## config.mk

```make
export PLATFORM = sky130hd
export DESIGN_NAME = debug_uart_tx_flat
export DESIGN_NICKNAME = d
export VERILOG_FILES = /design/src/rtl/debug_uart_tx_if.sv /design/src/rtl/debug_uart_tx.sv /design/src/flat_wrapper.sv
export SDC_FILE = /design/constraint.sdc
export NUM_CORES = 1
export LEC_CHECK = 0
export ABC_AREA = 0
export CAP_MARGIN = 10
export CORE_MARGIN = 2
export CORE_UTILIZATION = 55
export DETAILED_ROUTE_END_ITERATION = 8
export PLACE_DENSITY = 0.81
export SLEW_MARGIN = 0
export SYNTH_ARGS = -nofsm -noshare
export SYNTH_HDL_FRONTEND = slang
export SYNTH_SLANG_ARGS = --single-unit
```

## constraint.sdc

```tcl
create_clock -name CLK -period 2.7 [get_ports CLK]
set_clock_uncertainty 0.15 [all_clocks]
set_input_delay 0.54 -clock CLK [delete_from_list [all_inputs] [get_ports CLK]]
set_output_delay 0.54 -clock CLK [all_outputs]
set_load 0.1 [all_outputs]
```

## src/rtl/debug_uart_tx_if.sv

```systemverilog
// rtl/debug_uart_tx_if.sv - request/serial-line bundle between the debug slave and debug_uart_tx
//
// Purpose: groups the send request, the word to send and the UART-side status
//          signals so the transmitter and its requester share one port.
// Signals:
//   tx_flag      requester -> tx : send request, rising edge is a request
//   data_in[31:0] requester -> tx : word to transmit, sampled on acceptance
//   tx           tx -> requester : UART serial line, idle high
//   busy         tx -> requester : word in flight
//   doneSending  tx -> requester : one-cycle completion pulse
//   byte_idx[1:0] tx -> requester : byte currently on the line
interface debug_uart_tx_if;
  logic        tx_flag;
  logic [31:0] data_in;
  logic        tx;
  logic        busy;
  logic        doneSending;
  logic [1:0]  byte_idx;

  modport master (
    output tx_flag, data_in,
    input  tx, busy, doneSending, byte_idx
  );

  modport slave (
    input  tx_flag, data_in,
    output tx, busy, doneSending, byte_idx
  );
endinterface

```

## src/rtl/debug_uart_tx.sv

```systemverilog
// rtl/debug_uart_tx.sv - 8N1 UART transmitter for 32-bit debug readback words
//
// Purpose: on each rising edge of bus.tx_flag seen while idle, sends NBYTES bytes
//          of bus.data_in LSB-byte first, each as start + 8 data (LSB first) +
//          stop, with no gap between bytes, then pulses bus.doneSending.
// Ports:
//   CLK  system clock, rising edge
//   RST  synchronous active-high reset
//   bus  debug_uart_tx_if.slave (tx_flag, data_in in; tx, busy, doneSending, byte_idx out)
// Parameters:
//   CLKS_PER_BIT  clock cycles per UART bit (>= 2)
//   NBYTES        bytes per request (1..4)
module debug_uart_tx #(
  parameter int CLKS_PER_BIT = 434,
  parameter int NBYTES       = 4
) (
  input  logic           CLK,
  input  logic           RST,
  debug_uart_tx_if.slave bus
);

  localparam int BAUD_W = $clog2(CLKS_PER_BIT);
  localparam logic [BAUD_W-1:0] BAUD_LAST = BAUD_W'(CLKS_PER_BIT - 1);
  localparam logic [1:0]        BYTE_LAST = 2'(NBYTES - 1);

  typedef enum logic [2:0] {
    S_IDLE,
    S_START,
    S_DATA,
    S_STOP,
    S_DONE
  } state_t;

  state_t            state_q, state_d;
  logic              flag_q;
  logic [31:0]       word_q, word_d;
  logic [7:0]        shift_q, shift_d;
  logic [BAUD_W-1:0] baud_q, baud_d;
  logic [2:0]        bit_q, bit_d;
  logic [1:0]        byte_idx_q, byte_idx_d;
  logic              tx_q, tx_d;
  logic              busy_q, busy_d;
  logic              done_q, done_d;

  logic req;
  logic baud_tc;

  assign req     = bus.tx_flag & ~flag_q;
  assign baud_tc = (baud_q == BAUD_LAST);

  // All outputs are registered: each state computes the line level for the
  // next cycle, so a transition and its new tx level appear together.
  always_comb begin
    state_d    = state_q;
    word_d     = word_q;
    shift_d    = shift_q;
    bit_d      = bit_q;
    byte_idx_d = byte_idx_q;
    tx_d       = tx_q;
    busy_d     = busy_q;
    done_d     = 1'b0;
    baud_d     = baud_tc ? '0 : baud_q + BAUD_W'(1);

    case (state_q)
      S_IDLE: begin
        baud_d = '0;
        tx_d   = 1'b1;
        busy_d = 1'b0;
        if (req) begin
          word_d     = bus.data_in;
          shift_d    = bus.data_in[7:0];
          byte_idx_d = 2'd0;
          bit_d      = 3'd0;
          tx_d       = 1'b0;
          busy_d     = 1'b1;
          state_d    = S_START;
        end
      end

      S_START: begin
        if (baud_tc) begin
          bit_d   = 3'd0;
          tx_d    = shift_q[0];
          state_d = S_DATA;
        end
      end

      S_DATA: begin
        if (baud_tc) begin
          shift_d = {1'b0, shift_q[7:1]};
          if (bit_q == 3'd7) begin
            tx_d    = 1'b1;
            state_d = S_STOP;
          end else begin
            bit_d = bit_q + 3'd1;
            tx_d  = shift_q[1];
          end
        end
      end

      S_STOP: begin
        if (baud_tc) begin
          if (byte_idx_q != BYTE_LAST) begin
            // The word register shifts down a byte per byte sent, so the
            // next byte is always found in bits 15:8.
            byte_idx_d = byte_idx_q + 2'd1;
            word_d     = {8'h00, word_q[31:8]};
            shift_d    = word_q[15:8];
            tx_d       = 1'b0;
            state_d    = S_START;
          end else begin
            done_d  = 1'b1;
            busy_d  = 1'b0;
            tx_d    = 1'b1;
            state_d = S_DONE;
          end
        end
      end

      S_DONE: begin
        // One cycle only; a request edge here is consumed by flag_q and lost.
        baud_d  = '0;
        tx_d    = 1'b1;
        busy_d  = 1'b0;
        state_d = S_IDLE;
      end

      default: begin
        baud_d  = '0;
        tx_d    = 1'b1;
        busy_d  = 1'b0;
        state_d = S_IDLE;
      end
    endcase
  end

  always_ff @(posedge CLK) begin
    if (RST) begin
      state_q    <= S_IDLE;
      flag_q     <= 1'b0;
      word_q     <= '0;
      shift_q    <= '0;
      baud_q     <= '0;
      bit_q      <= '0;
      byte_idx_q <= '0;
      tx_q       <= 1'b1;
      busy_q     <= 1'b0;
      done_q     <= 1'b0;
    end else begin
      state_q    <= state_d;
      flag_q     <= bus.tx_flag;
      word_q     <= word_d;
      shift_q    <= shift_d;
      baud_q     <= baud_d;
      bit_q      <= bit_d;
      byte_idx_q <= byte_idx_d;
      tx_q       <= tx_d;
      busy_q     <= busy_d;
      done_q     <= done_d;
    end
  end

  assign bus.tx          = tx_q;
  assign bus.busy        = busy_q;
  assign bus.doneSending = done_q;
  assign bus.byte_idx    = byte_idx_q;

endmodule

```

## src/flat_wrapper.sv

```systemverilog
// flat-port wrapper written by rule: the top's interface ports become plain ports
module debug_uart_tx_flat 
#(
  parameter int CLKS_PER_BIT = 434,
  parameter int NBYTES       = 4
)
  (CLK, RST, bus_tx_flag, bus_data_in, bus_tx, bus_busy, bus_doneSending, bus_byte_idx);
  debug_uart_tx_if bus_i ();
  input  logic CLK;
  input  logic RST;
  input wire logic [$bits(bus_i.tx_flag)-1:0] bus_tx_flag;
  input wire logic [$bits(bus_i.data_in)-1:0] bus_data_in;
  output wire logic [$bits(bus_i.tx)-1:0] bus_tx;
  output wire logic [$bits(bus_i.busy)-1:0] bus_busy;
  output wire logic [$bits(bus_i.doneSending)-1:0] bus_doneSending;
  output wire logic [$bits(bus_i.byte_idx)-1:0] bus_byte_idx;
  assign bus_i.tx_flag = bus_tx_flag;
  assign bus_i.data_in = bus_data_in;
  assign bus_tx = bus_i.tx;
  assign bus_busy = bus_i.busy;
  assign bus_doneSending = bus_i.doneSending;
  assign bus_byte_idx = bus_i.byte_idx;
  debug_uart_tx #(.CLKS_PER_BIT(CLKS_PER_BIT), .NBYTES(NBYTES)) u_core (.CLK(CLK), .RST(RST), .bus(bus_i));
endmodule
```

==> flow_summary.json <==
{
  "first_global_vias": 2192,
  "synth_cells": 306,
  "clk_pin_slew_ns": 0.09,
  "cts_made_buffers": 5,
  "place_ws_ns": 0.110,
  "cts_num_sinks": 53,
  "total_power_mw": 1.61,
  "setup-tns-final_ns": 0,
  "synth_ff_type": "dfxtp_1",
  "setup_viol": 0,
  "slew_headroom_pct": 55.4,
  "finalWorstSetupSlack_ns": 0.438,
  "rows": 25,
  "nets": 374,
  "utilization_pct": 67.2,
  "fill_cells": 413,
  "cts_resized": 0,
  "synth_nets": 346,
  "start_util_pct": 57.5,
  "startpoint_type": "input port",
  "rr_endpoint": "u_core.word_q[9]",
  "post-route-period-util_pct": 83.8,
  "ioPinCount": 40,
  "cp-end-kind": "flip-flop",
  "vias": 2324,
  "hold_depth": 2,
  "grt_pass1_wl_um": 9870,
  "root_buffer": "clkbuf_8",
  "wl_um": 5800,
  "post-dp-hpwl_um": 4050,
  "status": "finished, final reports clean",
  "antennaDiodeCount": 0,
  "worstSetupEndpoint": "u_core.word_q[9]",
  "leakage_nw": 1.12,
  "internal_power_mw": 1.15,
  "synthArstFlopShare_pct": 0,
  "cts_setup_buffers": 0,
  "antenna_found_initial": 0,
  "drt_first_pass_iters": 4,
  "dp_cells": 394,
  "irDropWorstVdd_mv": 0.292,
  "rsz0062_at_grt": "false",
  "reg2reg_from": "u_core.baud_q[0]",
  "avgSynthCellArea_um2": 9.00,
  "switching_share_pct": 28.3,
  "htree_levels": 2,
  "overflow": 0,
  "switching_power_mw": 0.456,
  "clockBufferDepth": 2,
  "drc": 0,
  "cp_max_fo": 16,
  "drtIter0Drc": 149,
  "die-height_um": 74.7,
  "hp-class": "flip-flop to flip-flop",
  "place.gp.congestion": 0.811,
  "vias_per_cell": 5.78,
  "synth.distinct_cells": 54,
  "cts_tree": "yes",
  "gr-usage-all-layers_pct": 22.6,
  "die_w_um": 74.7,
  "cts_hold_buf": 0,
  "coreArea_mm2": 0.00479,
  "r2r_cells": 5,
  "area_growth_pct": 16.9,
  "cp.required_ns": 2.72,
  "mostFrequentLayoutCell": "dfxtp_1",
  "power_density_mw_per_mm2": 500,
  "r2r_slack_ns": 0.58,
  "combPwrFrac_pct": 19.6,
  "fin_crit_ns": 2.26,
  "post_drt_wl_per_cell_um": 14.4,
  "arrival_ns": 2.28,
  "synth_edf_count": 0,
  "crit_start": "bus_tx_flag",
  "max_cap_viol_count": 0,
  "io_buffers": 39,
  "ant_nets": 0,
  "fin_cells": 402,
  "drive_gt1_share_pct": 14.3,
  "setup.worst_path.class": "input port to flip-flop",
  "grt_start_max_net_pins": 34,
  "synth_seq_cells": 53,
  "slew_viol_final": 0,
  "power.share.clock_pct": 26.9,
  "clock_latency_ns": 0.30,
  "hold_viol": 0,
  "synth.yosys.warnings": 0,
  "max_freq_mhz": 442,
  "seq_power_share_pct": 53.5,
  "netlist_area_mm2": 0.00275,
  "seq_area_frac_synth_pct": 38.5,
  "dieArea_mm2": 0.00559,
  "tightest_slew_ns": 0.664,
  "layout_common_cells": "dfxtp_1 (53), nand3_1 (38), clkdlybuf4s50_1 (33)"
}
cell families (layout without fill, tap and decap cells):
family	Yosys count	after routing	share of synthesized area, %
xor+xnor	9	9	2.86
flops	53	53	38.5
mux	7	7	2.55
buf+inv	30	59	5.95
compound gates	74	74	20.8
simple gates	128	128	27.0
fa+ha+maj	5	5	2.27
critical path, stage by stage:
cell and delay [ns]:
clkdlybuf4s50_1 0.50, or3b_4 0.42, or3_4 0.43, nand2_4 0.24
a311oi_2 0.15
cells in the mapped netlist, types with 6 or more instances:
| library cell | number | area share, % |
|---|---|---|
| dfxtp_1 | 53 | 39 |
| nand3_1 | 38 | 6.9 |
| nand2_1 | 27 | 3.7 |
| a21oi_1 | 24 | 4.4 |
| nor3_1 | 19 | 3.5 |
| nor2_1 | 15 | 2.0 |
| o21ai_0 | 13 | 2.4 |
| a311oi_2 | 12 | 6.5 |
| clkbuf_1 | 11 | 1.5 |
| mux2i_1 | 7 | 2.5 |
| o2111ai_1 | 7 | 2.2 |
| nor2b_1 | 6 | 1.4 |
| xnor2_1 | 6 | 1.9 |
stage by stage:
stage / hold WS (ns) / cell area, µm²
global placement: 0.303 / 3130
floorplan: 0.291 / 2750
detailed placement: 0.308 / 3130
global route: 0.345 / 3220
CTS: 0.321 / 3220
finish: 0.322 / 3220
cell type report:
type                       count  area, µm²  area share, %
timing repair buffer          46        438           13.6
sequential                    53       1060           33.0
inverter                       5       18.8          0.583
clock buffer                   5       68.8           2.14
tap                           67       83.8           2.60
clock inverter                 3       17.5          0.544
multi-input combinational    223       1530           47.6
metal layers:
metal	track usage (%)	routed length, µm	vias to the layer above
met3	4.15	215	9
li1	-	-	1190
met5	0	0	-
met2	37.6	2780	49
met4	7.34	70	0
met1	29.7	2740	1076
power by group through the flow:
stage	Combinational (mW)	Sequential (mW)	Clock [mW]
final	0.316	0.862	0.432
after global routing	0.342	0.867	0.474
after CTS	0.317	0.861	0.442
after detailed placement	0.316	0.879	0
after global placement	0.309	0.877	0
after floorplan	0.206	0.896	0
registers in the layout (all words and copies together) (netlist names):
name	cells
u_core.bus.doneSending	1
u_core.bus.busy	1
u_core.bus.byte_idx	2
u_core.shift_q	8
u_core.baud_q	9
u_core.bit_q	3
u_core.bus.tx	1
u_core.word_q	24
u_core.state_q	3
u_core.flag_q	1
how the worst min path moves through the flow:
stage,startpoint,endpoint
floorplan,u_core.baud_q[0],u_core.baud_q[0]
global placement,u_core.word_q[31],u_core.word_q[31]
detailed placement,u_core.word_q[24],u_core.word_q[24]
CTS,u_core.word_q[24],u_core.word_q[24]
global route,u_core.word_q[30],u_core.word_q[30]
finish,u_core.word_q[24],u_core.word_q[24]
(Power assumes the default switching activity.)
